==> config.mk <==
export PLATFORM = sky130hd
export DESIGN_NAME = score_ctrl_flat
export DESIGN_NICKNAME = d
export VERILOG_FILES = /design/src/rtl/score_ctrl_if.sv /design/src/rtl/score_ctrl.sv /design/src/flat_wrapper.sv
export SDC_FILE = /design/constraint.sdc
export NUM_CORES = 1
export LEC_CHECK = 0
export CORE_MARGIN = 4
export CORE_UTILIZATION = 47
export CTS_BUF_LIST = sky130_fd_sc_hd__clkbuf_8
export CTS_CLUSTER_DIAMETER = 50
export DETAILED_ROUTE_END_ITERATION = 16
export HOLD_SLACK_MARGIN = 0.12
export PLACE_DENSITY_LB_ADDON = 0.08
export SYNTH_ARGS = -nofsm -noshare
export SYNTH_HDL_FRONTEND = slang
export SYNTH_SLANG_ARGS = --single-unit
==> constraint.sdc <==
create_clock -name clk -period 1.8 [get_ports clk]
set_input_delay 0.45 -clock clk [delete_from_list [all_inputs] [get_ports clk]]
set_output_delay 0.45 -clock clk [all_outputs]
set_load 0.005 [all_outputs]
==> src/rtl/score_ctrl_if.sv <==
// Purpose: bundles the game-control inputs and the score/display outputs of score_ctrl.
// Signals:
//   tick       - one-clk-wide game-tick pulse
//   start      - level, player requests a new game
//   death      - level, player has collided
//   win        - level, level completed
//   state      - FSM state (IDLE=0, RUN=1, OVER=2, WON=3)
//   score_bcd  - current score, two BCD digits
//   hi_bcd     - high score, two BCD digits
//   disp_bcd   - value shown on the seven-segment pair
//   disp_blank - display blank request
//   new_hi     - last finished game set a new high score
// Modports: master drives the game inputs, slave (score_ctrl) drives the outputs.
interface score_ctrl_if;
  logic       tick;
  logic       start;
  logic       death;
  logic       win;
  logic [1:0] state;
  logic [7:0] score_bcd;
  logic [7:0] hi_bcd;
  logic [7:0] disp_bcd;
  logic       disp_blank;
  logic       new_hi;

  modport master (
    output tick, start, death, win,
    input  state, score_bcd, hi_bcd, disp_bcd, disp_blank, new_hi
  );

  modport slave (
    input  tick, start, death, win,
    output state, score_bcd, hi_bcd, disp_bcd, disp_blank, new_hi
  );
endinterface

==> src/rtl/score_ctrl.sv <==
// Purpose: game score controller. Tracks a saturating two-digit BCD score during a
// game, keeps the high score, selects what the display shows and blinks the display
// after a game that set a new high score.
// Ports:
//   clk   - system clock, all state changes on its rising edge
//   reset - synchronous active-high reset (also clears the high score)
//   bus   - score_ctrl_if.slave: tick/start/death/win in; state, score_bcd, hi_bcd,
//           disp_bcd, disp_blank, new_hi out (registered or decoded from registers)
module score_ctrl #(
  parameter int unsigned BLINK_TICKS = 12,
  parameter logic [7:0]  SAT_SCORE   = 8'h99
) (
  input  logic         clk,
  input  logic         reset,
  score_ctrl_if.slave  bus
);

  localparam int unsigned CNT_W = (BLINK_TICKS > 1) ? $clog2(BLINK_TICKS) : 1;
  localparam logic [CNT_W-1:0] CNT_LAST = CNT_W'(BLINK_TICKS - 1);

  typedef enum logic [1:0] {
    ST_IDLE = 2'd0,
    ST_RUN  = 2'd1,
    ST_OVER = 2'd2,
    ST_WON  = 2'd3
  } state_t;

  state_t           r_state;
  state_t           w_state_nxt;
  logic [7:0]       r_score;
  logic [7:0]       r_hi;
  logic             r_new_hi;
  logic             r_blank;
  logic [CNT_W-1:0] r_blink_cnt;

  logic [7:0]       w_score_inc;
  logic             w_ended;
  logic             w_new_game;
  logic             w_game_end;
  logic             w_run_tick;
  logic             w_blink_tick;

  // Qualified events; start wins over everything outside RUN, death/win win over tick in RUN.
  always_comb begin
    w_ended      = (r_state == ST_OVER) || (r_state == ST_WON);
    w_new_game   = bus.start && (r_state != ST_RUN);
    w_game_end   = (r_state == ST_RUN) && (bus.death || bus.win);
    w_run_tick   = (r_state == ST_RUN) && bus.tick && !bus.death && !bus.win;
    w_blink_tick = w_ended && r_new_hi && bus.tick && !bus.start;
  end

  // Saturating BCD increment; digits never exceed 9.
  always_comb begin
    w_score_inc = r_score;
    if (r_score != SAT_SCORE) begin
      if (r_score[3:0] >= 4'd9) begin
        w_score_inc[3:0] = 4'd0;
        w_score_inc[7:4] = (r_score[7:4] >= 4'd9) ? 4'd0 : (r_score[7:4] + 4'd1);
      end else begin
        w_score_inc[3:0] = r_score[3:0] + 4'd1;
      end
    end
  end

  // State register.
  always_ff @(posedge clk) begin
    if (reset) begin
      r_state <= ST_IDLE;
    end else begin
      r_state <= w_state_nxt;
    end
  end

  // Next-state logic.
  always_comb begin
    w_state_nxt = r_state;
    case (r_state)
      ST_IDLE: if (bus.start) w_state_nxt = ST_RUN;
      ST_RUN: begin
        if (bus.death)    w_state_nxt = ST_OVER;
        else if (bus.win) w_state_nxt = ST_WON;
      end
      ST_OVER,
      ST_WON:  if (bus.start) w_state_nxt = ST_RUN;
      default: w_state_nxt = ST_IDLE;
    endcase
  end

  // Score, high score and blink registers.
  always_ff @(posedge clk) begin
    if (reset) begin
      r_score     <= 8'h00;
      r_hi        <= 8'h00;
      r_new_hi    <= 1'b0;
      r_blank     <= 1'b0;
      r_blink_cnt <= '0;
    end else if (w_new_game) begin
      r_score     <= 8'h00;
      r_new_hi    <= 1'b0;
      r_blank     <= 1'b0;
      r_blink_cnt <= '0;
    end else if (w_game_end) begin
      // Compare uses the score as it stood before this edge.
      if (r_score > r_hi) begin
        r_hi     <= r_score;
        r_new_hi <= 1'b1;
      end else begin
        r_new_hi <= 1'b0;
      end
    end else if (w_run_tick) begin
      r_score <= w_score_inc;
    end else if (w_blink_tick) begin
      if (r_blink_cnt == CNT_LAST) begin
        r_blink_cnt <= '0;
        r_blank     <= ~r_blank;
      end else begin
        r_blink_cnt <= r_blink_cnt + CNT_W'(1);
      end
    end
  end

  // Outputs, decoded from registers only.
  always_comb begin
    bus.state      = r_state;
    bus.score_bcd  = r_score;
    bus.hi_bcd     = r_hi;
    bus.new_hi     = r_new_hi;
    bus.disp_blank = r_blank;
    bus.disp_bcd   = (r_state == ST_IDLE) ? r_hi : r_score;
  end

endmodule
==> src/flat_wrapper.sv <==
// flat-port wrapper written by rule: the top's interface ports become plain ports
module score_ctrl_flat 
#(
  parameter int unsigned BLINK_TICKS = 12,
  parameter logic [7:0]  SAT_SCORE   = 8'h99
)
  (clk, reset, bus_tick, bus_start, bus_death, bus_win, bus_state, bus_score_bcd, bus_hi_bcd, bus_disp_bcd, bus_disp_blank, bus_new_hi);
  score_ctrl_if bus_i ();
  input  logic clk;
  input  logic reset;
  input wire logic [$bits(bus_i.tick)-1:0] bus_tick;
  input wire logic [$bits(bus_i.start)-1:0] bus_start;
  input wire logic [$bits(bus_i.death)-1:0] bus_death;
  input wire logic [$bits(bus_i.win)-1:0] bus_win;
  output wire logic [$bits(bus_i.state)-1:0] bus_state;
  output wire logic [$bits(bus_i.score_bcd)-1:0] bus_score_bcd;
  output wire logic [$bits(bus_i.hi_bcd)-1:0] bus_hi_bcd;
  output wire logic [$bits(bus_i.disp_bcd)-1:0] bus_disp_bcd;
  output wire logic [$bits(bus_i.disp_blank)-1:0] bus_disp_blank;
  output wire logic [$bits(bus_i.new_hi)-1:0] bus_new_hi;
  assign bus_i.tick = bus_tick;
  assign bus_i.start = bus_start;
  assign bus_i.death = bus_death;
  assign bus_i.win = bus_win;
  assign bus_state = bus_i.state;
  assign bus_score_bcd = bus_i.score_bcd;
  assign bus_hi_bcd = bus_i.hi_bcd;
  assign bus_disp_bcd = bus_i.disp_bcd;
  assign bus_disp_blank = bus_i.disp_blank;
  assign bus_new_hi = bus_i.new_hi;
  score_ctrl #(.BLINK_TICKS(BLINK_TICKS), .SAT_SCORE(SAT_SCORE)) u_core (.clk(clk), .reset(reset), .bus(bus_i));
endmodule
* After elaboration in Yosys (flattened, before gate mapping)
Index checks and enable logic that the tools add are counted.
** Cells by class
- Add/subtract/negate cells :: 3
- $mul :: 0
- Divide/modulo/power cells :: 0
- Order comparisons :: 3
- Eq/ne operators :: 8
- Shift-type cells :: 0
- Muxes and demuxes :: 9
- Bitwise gates (word level) :: 4
- Reduce and logical (&&, ||, !) cells :: 22
** Operator list (number)
- $add A4 B1 Y4 const B :: 3
- $mux W4 :: 3
- $reduce_and A3 Y1 :: 3
- $ge A4 B4 Y1 const B :: 2
- $gt A8 B8 Y1 :: 1
- $logic_and A1 B1 Y1 :: 8
- $mux W8 :: 1
- $ne A8 B8 Y1 const B :: 1
- $reduce_and A4 Y1 :: 2
- $mux W2 :: 3
- $eq A2 B2 Y1 const B :: 2
- $eq A4 B4 Y1 const B :: 1
- $ne A2 B1 Y1 const B :: 2
- $not A1 Y1 :: 4
- $pmux W2 S2 :: 1
- $logic_not A1 Y1 :: 3
- $ne A3 B3 Y1 const B :: 1
- $reduce_or A3 Y1 :: 1
- $eq A2 B1 Y1 const B :: 1
- $logic_not A2 Y1 :: 1
- $logic_or A1 B1 Y1 :: 2
- $reduce_and A2 Y1 :: 1
- $reduce_or A2 Y1 :: 1
- $mux W1 :: 1
** Word-level totals
- Register bits after elaboration :: 24
- Bits in latches :: 0
- RAM bits :: 0
- Bits in read-only memories :: 0
- Input port bits :: 6
- Output and inout bits :: 28
- Logic and storage cells :: 56
- Memories :: 0

* Depth between registers and ports, before layout
- Depth after elaboration :: 6
- Gate-level depth with buffers :: 8
- Mapped depth without buffers :: 7

* Worst setup path before layout
Ideal clock, no wire load.
- Kind :: reg-to-reg
- From :: register u_core.r_score[5], in the netlist u_core.bus.score_bcd[5]
- To :: register u_core.r_score[6], in the netlist u_core.bus.score_bcd[6]
- Setup time :: 0.117 ns
- Arrival time :: 1.880 ns
- Data required time :: 1.683 ns
- Setup slack :: -0.197 ns
- Cell stages (with the launch flop) :: 9
- Buffers on the path :: 1
- Period minus slack after synthesis :: 1.997 ns
- Cell sequence :: dfxtp_1 > inv_1 > ha_1 > and4_1 > a211oi_4 > and3_1 > buf_6 > o21ai_0 > a32o_1
** On the way
- Word-level cells in the longest chain between the ends :: 2
- Elaborated cells between the ends (all ways) :: 5
- Those cells by class :: 1 x add/sub; 1 x order compare; 1 x eq/ne; 1 x mux; 1 x reduce/logical
** Ends and longest elaborated chain
- from (decl) :: line score_ctrl.sv:30 : logic [7:0] r_score;
- from (signal assigned) :: line score_ctrl.sv:111 : r_score <= w_score_inc;
- $add A4 B1 Y4 (tied with other cells) :: line score_ctrl.sv:58 : w_score_inc[7:4] = (r_score[7:4] >= 4'd9) ? 4'd0 : (r_score[7:4] + 4'd1);
- $mux W4 or $reduce_and A4 Y1 (tied branches)
Parallel ways exist; a longest one is shown, timed or not.
A chain may end at the register's enable or synchronous reset.

* Worst setup path in the final report
- From :: register u_core.r_hi[6], in the netlist u_core.bus.hi_bcd[6]
- To :: register u_core.r_hi[6], in the netlist u_core.bus.hi_bcd[6]
** On the way
- Word-level cells in the longest chain between the ends :: 2
** Ends and longest elaborated chain
- from (decl) :: line score_ctrl.sv:31 : logic [7:0] r_hi;
- from (signal assigned) :: line score_ctrl.sv:105 : r_hi <= r_score;
- $gt A8 B8 Y1 :: line score_ctrl.sv:104 : if (r_score > r_hi) begin
- $reduce_and A3 Y1 (no source line)
No other way between the ends.

==> flow_summary.ini <==
[run_status]
outcome = finished with violations
failed_checks = negative setup slack

[global_routing]
grt_first_pass_wirelength_mm = 7.15
global_route.overflow_total = 0
grt_antenna_before_repair = 0
globalRouteTotalUtil_pct = 21.8
grt_pass1_vias = 1573
grt_start_max_net_pins = 19

[sta]
worst_clock_skew_ns = 0.00296
fin_ws_ns = -0.0906
finalCritPeriodShare_pct = 105
layout_min_cycle_time_ns = 1.89
worst_slew_pin_slew_ns = 0.477
final_setup_violation_count = 8
report.final.slew_viol_count = 0
grt_setup_unrepaired = true
max_slew_margin_pct = 67.9
fmaxAchievable_mhz = 529
hold_ws_ns = 0.495
number_of_hold_violations_in_the_final_report = 0

[finish]
finalCoreUtilization_pct = 79.5
antenna_cells_inserted = 0
syn_to_final_growth_pct = 62.9
final_common_cell = buf_4
drive_above_1_share_pct = 40.0
most-common-layout-cells = 33 x buf_4, 20 x clkdlybuf4s50_1, 19 x nand2b_1, 16 x nor2_1, 12 x dfxtp_2
layout.nets = 262

[worst_setup_path]
worst-endpoint-required_ns = 2.00
timing.critical_path.to_type = register
critical_path.max_fanout = 8
reg2regPathDepth = 8
r2r_startpoint = u_core.bus.hi_bcd[6]
timing.critical_path.arrival_ns = 2.09
worstReg2RegEnd = u_core.bus.hi_bcd[6]
category_of_the_critical_setup_timing_path = reg2reg
reg2reg_setup_slack_ns = -0.09
setup.worst_path.start_class = register

[detailed_routing]
routed_wirelength_mm = 4.50
avgViaCountPerCell = 5.26
route.detailed.drc = 0
detailroute.via_count = 1493
route.detailed.wl_per_inst_um = 15.8
drtAntennaViolNets = 0
detail_route.first_pass.iterations = 4
drt_first_iter_violations = 63

[die]
dieWidth_um = 64.1
start_util_pct = 48.8
fp.dieArea_sq_um = 4110
placeableCoreArea_sq_um = 3030
floorplan.io_pins = 34
std_cell_rows = 20
die_height_um = 64.1

[logic_synthesis]
synthesis.area_per_instance_sq_um = 8.80
synthesis.instances = 168
syn-num-nets = 189
mappedNetlistArea_sq_um = 1480
yosys_warnings = 0
ys_ff_latch = 24
synth_sequential_area_ratio_pct = 32.5
synth_cell_type_count = 38

[power]
power-per-cell-area_nw_per_um2 = 437
p_leak_nw = 0.962
power.ir.vdd_worst_mv = 0.343

[clock_network]
tritoncts = done
clock_sinks = 24
insertion_delay_ns = 0.27
numCtsBuffers = 3
cell_at_the_root_of_the_clock_tree = clkbuf_8
ctsHtreeMaxLevel = 1
clk_transition_reported_paths_ns = 0.09
max-clock-path-buffers = 2

[run]
timing.max_cap.violations = 0

[place]
numPortBuffers = 33
gp_routability_congestion = 0.805
hpwlAfterDp_mm = 2.80

[hold_path]
holdCritStartpoint = u_core.bus.hi_bcd[3]
hold_class = reg2reg
whs_endpoint = u_core.bus.hi_bcd[3]
holdPathStages = 2
final cells by class:
type / instances / area (sq um)
clock buffer: 4 / 55.1
fill: 206 / 619
inverter: 14 / 55.1
multi-input combinational: 124 / 1060
sequential: 24 / 507
tap: 44 / 55.1
timing repair buffer: 74 / 676
per-stage QoR:
step	setup slack (ns)	instances	instance area (sq um)	setup TNS [ns]	power (W)
after floorplan	-0.0651	168	1480	-0.0651	0.000594
after global placement	-0.417	270	2090	-4.84	0.000648
after detailed placement	-0.519	270	2090	-5.30	0.000650
after CTS	-0.0915	283	2320	-0.641	0.00104
after global routing	-0.161	284	2410	-1.33	0.00110
final	-0.0906	284	2410	-0.587	0.00105
power breakdown:
| group | switching [W] | internal, W |
|---|---|---|
| sequential | 0.00000429 | 0.000531 |
| combinational | 0.0000602 | 0.0000816 |
| clock | 0.000180 | 0.000196 |
| total | 0.000244 | 0.000808 |
routing by layer:
layer | routed length, um | GRT usage (%)
met1 | 1870 | 25.7
met2 | 2430 | 39.2
met3 | 123 | 2.99
met4 | 73 | 8.97
met5 | 0 | 0
registers in the layout, summed over array words and instances, names as in the netlist:
signal and flops:
u_core.r_blink_cnt 4, u_core.bus.score_bcd 8, u_core.bus.state 2, u_core.bus.disp_blank 1, u_core.bus.new_hi 1, u_core.bus.hi_bcd 8
worst max-delay path, cell delays in order, from the launching register on:
cell and delay [ns]:
dfxtp_2 0.35, inv_1 0.06, ha_4 0.28, nand2_2 0.05, o21a_1 0.21, buf_6 0.13
a2111oi_4 0.32, buf_6 0.22, mux2i_1 0.20
cells by family after synthesis:
| kind of cell | count (synthesis) | synth area share [%] |
|---|---|---|
| and+or+nand+nor | 61 | 22.7 |
| adders and majority gates | 15 | 12.7 |
| xor gates and xnor gates | 3 | 1.78 |
| AOI/OAI and AO/OA | 31 | 14.9 |
| DFF | 24 | 32.5 |
| buffers and inverters | 20 | 5.67 |
| muxes | 14 | 9.81 |
synth_stat cells (all sizes together):
| cell | number | area (sq um) |
|---|---|---|
| a2111oi | 1 | 8.76 |
| a211oi | 3 | 40.0 |
| a21boi | 1 | 7.51 |
| a21o | 1 | 7.51 |
| a21oi | 9 | 45.0 |
| a311oi | 1 | 8.76 |
| a32o | 1 | 10.0 |
| a41oi | 2 | 25.0 |
| and2 | 2 | 12.5 |
| and3 | 2 | 12.5 |
| and4 | 1 | 8.76 |
| buf | 2 | 16.3 |
| clkbuf | 4 | 15.0 |
| dfxtp | 24 | 480 |
| ha | 15 | 188 |
| inv | 14 | 52.6 |
| mux2 | 4 | 45.0 |
| mux2i | 10 | 100 |
| nand2 | 8 | 30.0 |
| nand2b | 20 | 125 |
| nand3b | 1 | 7.51 |
| nand4 | 2 | 12.5 |
| nand4b | 1 | 8.76 |
| nor2 | 17 | 63.8 |
| nor2b | 2 | 12.5 |
| nor3 | 1 | 5.00 |
| nor4b | 2 | 17.5 |
| o211ai | 1 | 7.51 |
| o21a | 2 | 15.0 |
| o21ai | 9 | 45.0 |
| or3b | 1 | 11.3 |
| or4 | 1 | 7.51 |
| xnor2 | 2 | 17.5 |
| xor2 | 1 | 8.76 |
what timing repair did:
action	4_1_cts	5_1_grt
setup buffers	8	3
gates cloned	1	0
gates resized for setup	54	38
pin swaps	11	7
hold buffers	0	0
endpoints found under the setup margin	24	27
how the worst max path moves through the flow:
stage                         endpoint  cells after the start  slack (ns)            startpoint
2_1_floorplan  u_core.bus.score_bcd[6]                      6       -0.07             bus_death
3_3_place_gp   u_core.bus.score_bcd[4]                      7       -0.42              bus_tick
3_5_place_dp   u_core.bus.score_bcd[7]                      7       -0.52              bus_tick
4_1_cts           u_core.bus.hi_bcd[6]                      8       -0.09  u_core.bus.hi_bcd[5]
5_1_grt           u_core.bus.hi_bcd[7]                      8       -0.16  u_core.bus.hi_bcd[6]
6_report          u_core.bus.hi_bcd[6]                      8       -0.09  u_core.bus.hi_bcd[6]
Power figures use the tool's default switching activity.
